`src/rtl/pipe_ctrl_pkg.sv`:
```
// Shared pipeline-control definitions: exception codes, stall masks,
// STOP/NOSTOP levels, the zero word, FSM state type and the stall priority
// encoder. Every pipeline register imports this package.
package pipe_ctrl_pkg;

  localparam logic        STOP      = 1'b1;
  localparam logic        NOSTOP    = 1'b0;
  localparam logic [31:0] ZERO_WORD = 32'h0000_0000;

  // MEM-stage exception codes
  localparam logic [31:0] EXC_NONE    = 32'h0000_0000;
  localparam logic [31:0] EXC_INT     = 32'h0000_0001;
  localparam logic [31:0] EXC_SYSCALL = 32'h0000_0008;
  localparam logic [31:0] EXC_INV     = 32'h0000_000a;
  localparam logic [31:0] EXC_OV      = 32'h0000_000c;
  localparam logic [31:0] EXC_TRAP    = 32'h0000_000d;
  localparam logic [31:0] EXC_ERET    = 32'h0000_000e;

  // stall[5:0] = {WB, MEM, EX, ID, IF, PC}; a requester freezes itself and
  // everything upstream, the stage below it takes a bubble.
  localparam logic [5:0] STALL_NONE = 6'b000000;
  localparam logic [5:0] STALL_IF   = 6'b000011;
  localparam logic [5:0] STALL_ID   = 6'b000111;
  localparam logic [5:0] STALL_EX   = 6'b001111;
  localparam logic [5:0] STALL_MEM  = 6'b011111;

  typedef enum logic {
    ST_RUN    = 1'b0,
    ST_SHADOW = 1'b1
  } state_t;

  typedef struct packed {
    logic mem;
    logic ex;
    logic id;
    logic fetch;
  } stall_req_t;

  // Deepest requester wins; its mask already covers all upstream stages.
  function automatic logic [5:0] stall_encode(input stall_req_t r);
    if (r.mem)        return STALL_MEM;
    else if (r.ex)    return STALL_EX;
    else if (r.id)    return STALL_ID;
    else if (r.fetch) return STALL_IF;
    else              return STALL_NONE;
  endfunction

endpackage

```
`src/rtl/pipe_ctrl_stall_watchdog.sv`:
```
// stall_watchdog: counts consecutive stalled cycles and raises a sticky flag
// once STALL_TIMEOUT of them have elapsed back to back.
//   clk, rst   : clock, async active-high reset
//   stalled    : 1 when the pipeline is stalled this cycle (flush cycles are 0)
//   wd_timeout : sticky trip flag, cleared only by rst
module stall_watchdog
  #(parameter int STALL_TIMEOUT = 1024,
    parameter int WD_W          = 11)
  (input  logic clk,
   input  logic rst,
   input  logic stalled,
   output logic wd_timeout);

  localparam logic [WD_W-1:0] LIMIT = WD_W'(STALL_TIMEOUT);

  logic [WD_W-1:0] wd_cnt;
  logic [WD_W-1:0] cnt_inc;

  // Saturate at all-ones so a long stall never wraps back to a small count.
  assign cnt_inc = (wd_cnt == '1) ? wd_cnt : wd_cnt + 1'b1;

  always_ff @(posedge clk or posedge rst) begin
    if (rst) begin
      wd_cnt     <= '0;
      wd_timeout <= 1'b0;
    end else begin
      wd_cnt <= stalled ? cnt_inc : '0;
      // Trip on the edge that closes the STALL_TIMEOUT-th stalled cycle.
      if (stalled && cnt_inc >= LIMIT) wd_timeout <= 1'b1;
    end
  end

endmodule

```
`src/rtl/pipe_ctrl.sv`:
```
// pipe_ctrl: pipeline control for the 5-stage core. Merges stall requests
// into the stall vector, turns MEM-stage exceptions into a one-cycle flush
// with a redirect PC, and keeps a stall counter and a stall watchdog.
//   clk, rst            : clock, async active-high reset
//   stallreq_from_*     : per-stage stall requests (if/id/ex/mem)
//   excepttype_i        : MEM exception code, 0 = none
//   cp0_epc_i           : EPC used as redirect target for eret
//   stall[5:0]          : {WB,MEM,EX,ID,IF,PC}, 1 = STOP (combinational)
//   flush, new_pc       : flush pulse and redirect PC (combinational)
//   stall_cnt           : stalled cycles since reset, wraps
//   wd_timeout          : sticky watchdog flag
module pipe_ctrl
  import pipe_ctrl_pkg::*;
  #(parameter logic [31:0] EXC_VECTOR    = 32'h0000_0040,
    parameter int          STALL_TIMEOUT = 1024,
    parameter int          WD_W          = 11)
  (input  logic        clk,
   input  logic        rst,
   input  logic        stallreq_from_if,
   input  logic        stallreq_from_id,
   input  logic        stallreq_from_ex,
   input  logic        stallreq_from_mem,
   input  logic [31:0] excepttype_i,
   input  logic [31:0] cp0_epc_i,
   output logic [5:0]  stall,
   output logic        flush,
   output logic [31:0] new_pc,
   output logic [31:0] stall_cnt,
   output logic        wd_timeout);

  state_t     state, state_nxt;
  stall_req_t req;

  assign req = '{mem: stallreq_from_mem, ex: stallreq_from_ex,
                 id: stallreq_from_id, fetch: stallreq_from_if};

  always_ff @(posedge clk or posedge rst) begin
    if (rst) state <= ST_RUN;
    else     state <= state_nxt;
  end

  always_comb begin
    stall     = STALL_NONE;
    flush     = NOSTOP;
    new_pc    = ZERO_WORD;
    state_nxt = ST_RUN;
    unique case (state)
      ST_RUN: begin
        if (excepttype_i != EXC_NONE) begin
          // Flush beats every stall request.
          flush     = STOP;
          new_pc    = (excepttype_i == EXC_ERET) ? cp0_epc_i : EXC_VECTOR;
          state_nxt = ST_SHADOW;
        end else begin
          stall = stall_encode(req);
        end
      end
      ST_SHADOW: begin
        // MEM holds the flushed bubble; any code seen here is stale.
        stall     = stall_encode(req);
        state_nxt = ST_RUN;
      end
      default: state_nxt = ST_RUN;
    endcase
    // Outputs are combinational, so mask them while reset is held.
    if (rst) begin
      stall  = STALL_NONE;
      flush  = NOSTOP;
      new_pc = ZERO_WORD;
    end
  end

  always_ff @(posedge clk or posedge rst) begin
    if (rst)                      stall_cnt <= '0;
    else if (stall != STALL_NONE) stall_cnt <= stall_cnt + 32'd1;
  end

  stall_watchdog #(.STALL_TIMEOUT(STALL_TIMEOUT), .WD_W(WD_W)) u_wd (
    .clk        (clk),
    .rst        (rst),
    .stalled    (stall != STALL_NONE),
    .wd_timeout (wd_timeout)
  );

endmodule

```
`config.mk`:
```
export PLATFORM = sky130hd
export DESIGN_NAME = pipe_ctrl
export DESIGN_NICKNAME = d
export VERILOG_FILES = /design/src/rtl/pipe_ctrl_pkg.sv /design/src/rtl/pipe_ctrl_stall_watchdog.sv /design/src/rtl/pipe_ctrl.sv
export SDC_FILE = /design/constraint.sdc
export NUM_CORES = 1
export LEC_CHECK = 0
export ABC_AREA = 1
export BUFFER_PORTS_ARGS = -buffer_cell sky130_fd_sc_hd__clkbuf_2
export CORE_ASPECT_RATIO = 1.1
export CORE_MARGIN = 2
export CORE_UTILIZATION = 49
export CTS_CLUSTER_SIZE = 40
export DETAILED_ROUTE_END_ITERATION = 7
export PLACE_DENSITY = 0.8
export SYNTH_ARGS = -nofsm -noshare
export SYNTH_HDL_FRONTEND = slang
export SYNTH_SLANG_ARGS = --single-unit
export TNS_END_PERCENT = 50
```
`constraint.sdc`:
```
create_clock -name clk -period 4.75 [get_ports clk]
set_clock_uncertainty 0.15 [all_clocks]
set_input_delay 1.1875 -clock clk [delete_from_list [all_inputs] [get_ports clk]]
set_output_delay 1.1875 -clock clk [all_outputs]
set_load 0.05 [all_outputs]
```
# After elaboration in Yosys (flattened, before gate mapping)
# Cells that the tools add are included.
[totals]
ff_bits = 45
in_bits = 70
elab_cells = 30
out_inout_bits = 72
[op_classes]
n_eq_ne = 2
bitwise_logic = 1
order_cmp = 1
n_reduce_logical = 3
add_sub_neg = 2
muxes = 17
[op_table]
columns = ["op", "count"]
rows = [
  ["two-way mux 32 bit", 4],
  ["adder 32 x 1 -> 32 bit, second input constant", 1],
  ["equality test 32 x 4 -> 1 bit, second input constant", 1],
  ["nonzero test 32 bit", 1],
  ["two-way mux 6 bit", 5],
  ["two-way mux 11 bit", 2],
  ["one-hot mux 6 bit (2 select lines)", 1],
  ["adder 11 x 1 -> 11 bit, second input constant", 1],
  ["equality test 11 bit, second input constant", 1],
  [">= comparator 11 bit, second input constant", 1],
  ["nonzero test 6 bit", 1],
  ["two-way mux 1 bit", 3],
  ["two-way mux 2 bit", 1],
  ["one-hot mux 1 bit (2 select lines)", 1],
  ["logical AND 1 bit", 1],
  ["inverter 1 bit", 1],
]

# Longest topological paths before layout
[logic_depth]
depth_word = 9
depth_mapped = 10

# Hierarchy
# Synthesis repeated with hierarchy kept, for this count alone.
[hier_totals]
cells_unflattened = 577
hier_area_um2 = 3435.8
[by_module_without_submodules]
columns = ["module", "cells_per_inst", "instances", "area_each_um2"]
rows = [
  ["pipe_ctrl", 496, 1, 2796.4],
  ["stall_watchdog", 81, 1, 639.4],
]

# Least setup slack after synthesis
# No wires, ideal clock.
[synth_timing]
path_type = "input-to-output"
startpoint = "input port rst"
endpoint = "output port stall[1]"
stages = 7
t_required_ns = 3.413
t_arrival_ns = 3.392
slack_ns = 0.021
cell_sequence = "inv_1 nand2_1 inv_2 nand2_4 buf_6 inv_1 buf_4"
[synth_between]
elab_chain_cells = 1
[synth_lines]
columns = ["element", "line_no", "text"]
rows = [
  ["start, declared", "pipe_ctrl.sv:18", "input logic rst,"],
  ["two-way mux 6 bit", "pipe_ctrl.sv:66", "if (rst) begin"],
  ["end, declared", "pipe_ctrl.sv:25", "output logic [5:0] stall,"],
]
# No other way between the ends.

# Worst setup path in the final report
[layout_timing]
startpoint = "input port excepttype_i[23]"
endpoint = "output port new_pc[22]"
[layout_between]
elab_chain_cells = 5
word_cells_on_any_way = 6
[layout_lines]
columns = ["element", "line_no", "text"]
rows = [
  ["start, declared", "pipe_ctrl.sv:23", "input logic [31:0] excepttype_i,"],
  ["equality test 32 x 4 -> 1 bit", "pipe_ctrl.sv:52", "new_pc = (excepttype_i == EXC_ERET) ? cp0_epc_i : EXC_VECTOR;"],
  ["two-way mux 32 bit", "pipe_ctrl.sv:52", ""],
  ["two-way mux 32 bit *", "pipe_ctrl.sv:49", "if (excepttype_i != EXC_NONE) begin"],
  ["two-way mux 32 bit *", "pipe_ctrl.sv:47", "unique case (state)"],
  ["two-way mux 32 bit *", "pipe_ctrl.sv:66", ""],
  ["end, declared", "pipe_ctrl.sv:27", "output logic [31:0] new_pc,"],
]
# Mark *: on every way between the ends. The rest lies on a longest branch, timed or not.

==> metrics.yaml <==
power_and_ir_drop:
  clock_power_share_pct: 31.9
  p_switching_uw: 296
  p_int_uw: 609
  combPwrFrac_pct: 21.7
  swShare_pct: 32.7
  leakage_nw: 2.19
  seq_power_share_pct: 46.4
  peakVddDrop_uv: 273
  powerDensity_nw_per_um2: 214
worst_setup_path:
  cp-end-kind: "output pin"
  setup.worst_path.start_class: "input port"
  cp.required_ns: 3.41
  worstPathMaxFanout: 31
  crit_arrival_ns: 2.75
  path_class: "input port to output pin"
sta:
  period_minus_slack_ns: 4.09
  finalMaxSlewViolations: 0
  fin_ws_ns: 0.660
  setup-tns-final_ns: 0
  hold_viol_final: 0
  whs_ns: 0.339
  worstMarginPinSlew_ns: 0.646
  grt_setup_unrepaired: "no"
  maxSlewHeadroom_pct: 56.9
  setup_viol: 0
  fmax_mhz: 244
  fin_crit_sh_pct: 86.1
layout:
  antenna_cells: 0
  multi_input_area_sq_um: 1960
  ff_latch_area_sq_um: 1130
  area_growth_pct: 24.1
  n_fill_cell: 639
  drive_gt1_share_pct: 22.9
  layout.nets: 779
placed_design:
  port_buffers: 140
  pre_cts_ws_ns: 0.662
  place_hpwl_um: 7310
  gp_congestion: 0.909
clock_network:
  cts_resized: 0
  post_cts_buffers: 0
  cts_sinks: 45
  insertion_delay_ns: 0.30
  cts_tree: "yes"
  cts_hold_buf: 0
  cts_buffers: 5
  cts-root-buf: "clkbuf_8"
  clk_path_buf_depth: 2
  clkTransAtPathRegs_ns: 0.08
  h-tree-depth: 2
logic_synthesis:
  synthTopCellsByArea: "dfrtp_1, nand2_1, nor2_1"
  synth_top_area_share_pct: 33.0
  synth.avg_cell_area_sq_um: 5.95
  seq_area_frac_synth_pct: 33.0
  ys_warn_count: 0
  synth_cell_type_count: 25
  syn-instance-count: 574
  ys.flop_type: "dfrtp_1"
  async_reset_ff_share_pct: 100
  ys_seq_elements: 45
  yosys-top-cells-count: "nand2_1, nor2_1, nand3_1"
  syn_area_sq_um: 3420
  synth_top_area_cell: "dfrtp_1"
  synth.most_common_cell: "nand2_1"
  synth_edf_count: 0
  syn_nets: 646
floorplan:
  dieWidth_um: 83.6
  die_h_um: 91.6
  ios: 142
  num_rows: 31
  die_area_sq_um: 7660
  fp.coreArea_sq_um: 6670
  initial_core_util_pct: 51.2
global_routing:
  grt_max_degree: 47
  grt_usage_pct: 25.2
  grt_overflow_total: 0
  grt_pass1_wl_um: 16100
  grt_pass1_vias: 3743
  antenna_found_initial: 0
detailed_routing:
  first_pass_iters: 4
  vias_per_cell: 4.90
  drt-total-wl_um: 9330
  remaining_drc_errors: 0
  drt-wirelength-per-cell_um: 11.8
  vias: 3870
  drt_iter0_drc: 215
  ant_nets: 0
worst_hold_path:
  hp-class: "flop to flop"
status:
  status: "finished clean"
flow_run:
  maxCapViolations: 0
-- routing by layer --
| layer | GRT usage (%) | routed length [um] |
|---|---|---|
| met1 | 31.2 | 4060 |
| met2 | 44.8 | 4510 |
| met3 | 3.73 | 606 |
| met4 | 8.20 | 163 |
| met5 | 0 | 0 |
-- flip-flops by register name (all words and copies together) (netlist names) --
signal,count
state,1
u_wd.wd_cnt,11
u_wd.wd_timeout,1
stall_cnt,32
-- cell type report --
| cell class | instances | area share [%] |
|---|---|---|
| clock buffers | 5 | 1.62 |
| clock inverters | 2 | 0.826 |
| inverters | 54 | 4.78 |
| flip-flops and latches | 45 | 26.6 |
| repair buffers | 144 | 17.6 |
| multi-input cells | 457 | 46.2 |
| well taps | 82 | 2.42 |
-- per-stage QoR --
step | power (mW) | util (%) | area, sq um | instances
2_1_floorplan | 0.561 | - | 3420 | 574
3_3_place_gp | 0.619 | 62.0 | 4140 | 782
3_5_place_dp | 0.624 | 62.0 | 4140 | 782
4_1_cts | 0.910 | 63.5 | 4240 | 789
5_1_grt | 0.945 | 63.5 | 4240 | 789
6_report | 0.905 | 63.5 | 4240 | 789
-- power by group through the flow --
stage	combinational (mW)	sequential (mW)	clock, mW
floorplan	0.0820	0.479	0
detailed placement	0.196	0.428	0
global placement	0.192	0.427	0
finish	0.196	0.420	0.288
CTS	0.196	0.420	0.294
global route	0.212	0.424	0.309
-- critical path: stages --
cell and delay [ns]:
clkbuf_2 0.08, nor2_1 0.10, nand2_1 0.06, nor2_1 0.13
nand2_1 0.13, nor3b_2 0.20, buf_4 0.30, nand2_1 0.09
nor2_1 0.15, clkbuf_2 0.30
-- cells by family (layout without fill, tap and decap cells) --
| group | count (synthesis) | after routing | share of synthesized area (%) |
|---|---|---|---|
| xor+xnor | 15 | 15 | 3.85 |
| flops | 45 | 45 | 33.0 |
| compound gates | 10 | 10 | 1.79 |
| fa+ha+maj | 2 | 2 | 0.732 |
| other cells | 1 | 1 | 0.110 |
| simple gates | 429 | 429 | 50.8 |
| buf+inv | 72 | 205 | 9.71 |
-- placed cells by master, fill, tap and decap left out, drive strengths merged --
| cell | count |
|---|---|
| xnor2 | 8 |
| clkinv | 1 |
| nand4 | 2 |
| or2 | 2 |
| nand3b | 2 |
| nand2 | 236 |
| clkbuf | 144 |
| o21ai | 10 |
| inv | 54 |
| buf | 5 |
| xor2 | 7 |
| dfrtp | 45 |
| ha | 2 |
| nor3 | 6 |
| nor3b | 1 |
| nand3 | 54 |
| conb | 1 |
| bufinv | 1 |
| nor2 | 126 |
-- path summary, 6_finish.rpt --
path / from / endpoint / slack (ns) / cells past startpoint
worst max-delay path: excepttype_i[23] / new_pc[22] / 0.66 / 10
worst min-delay path: u_wd.wd_timeout$_DFFE_PP0P_ / u_wd.wd_timeout$_DFFE_PP0P_ / 0.34 / 2
worst max register to register: stall_cnt[0]$_DFFE_PP0P_ / stall_cnt[20]$_DFFE_PP0P_ / 2.65 / 10
worst min register to register: u_wd.wd_timeout$_DFFE_PP0P_ / u_wd.wd_timeout$_DFFE_PP0P_ / 0.34 / 2
max in group asynchronous: rst / stall_cnt[15]$_DFFE_PP0P_ / 3.11 / 3
min in group asynchronous: rst / stall_cnt[25]$_DFFE_PP0P_ / 0.95 / 3
(Power assumes the default switching activity.)
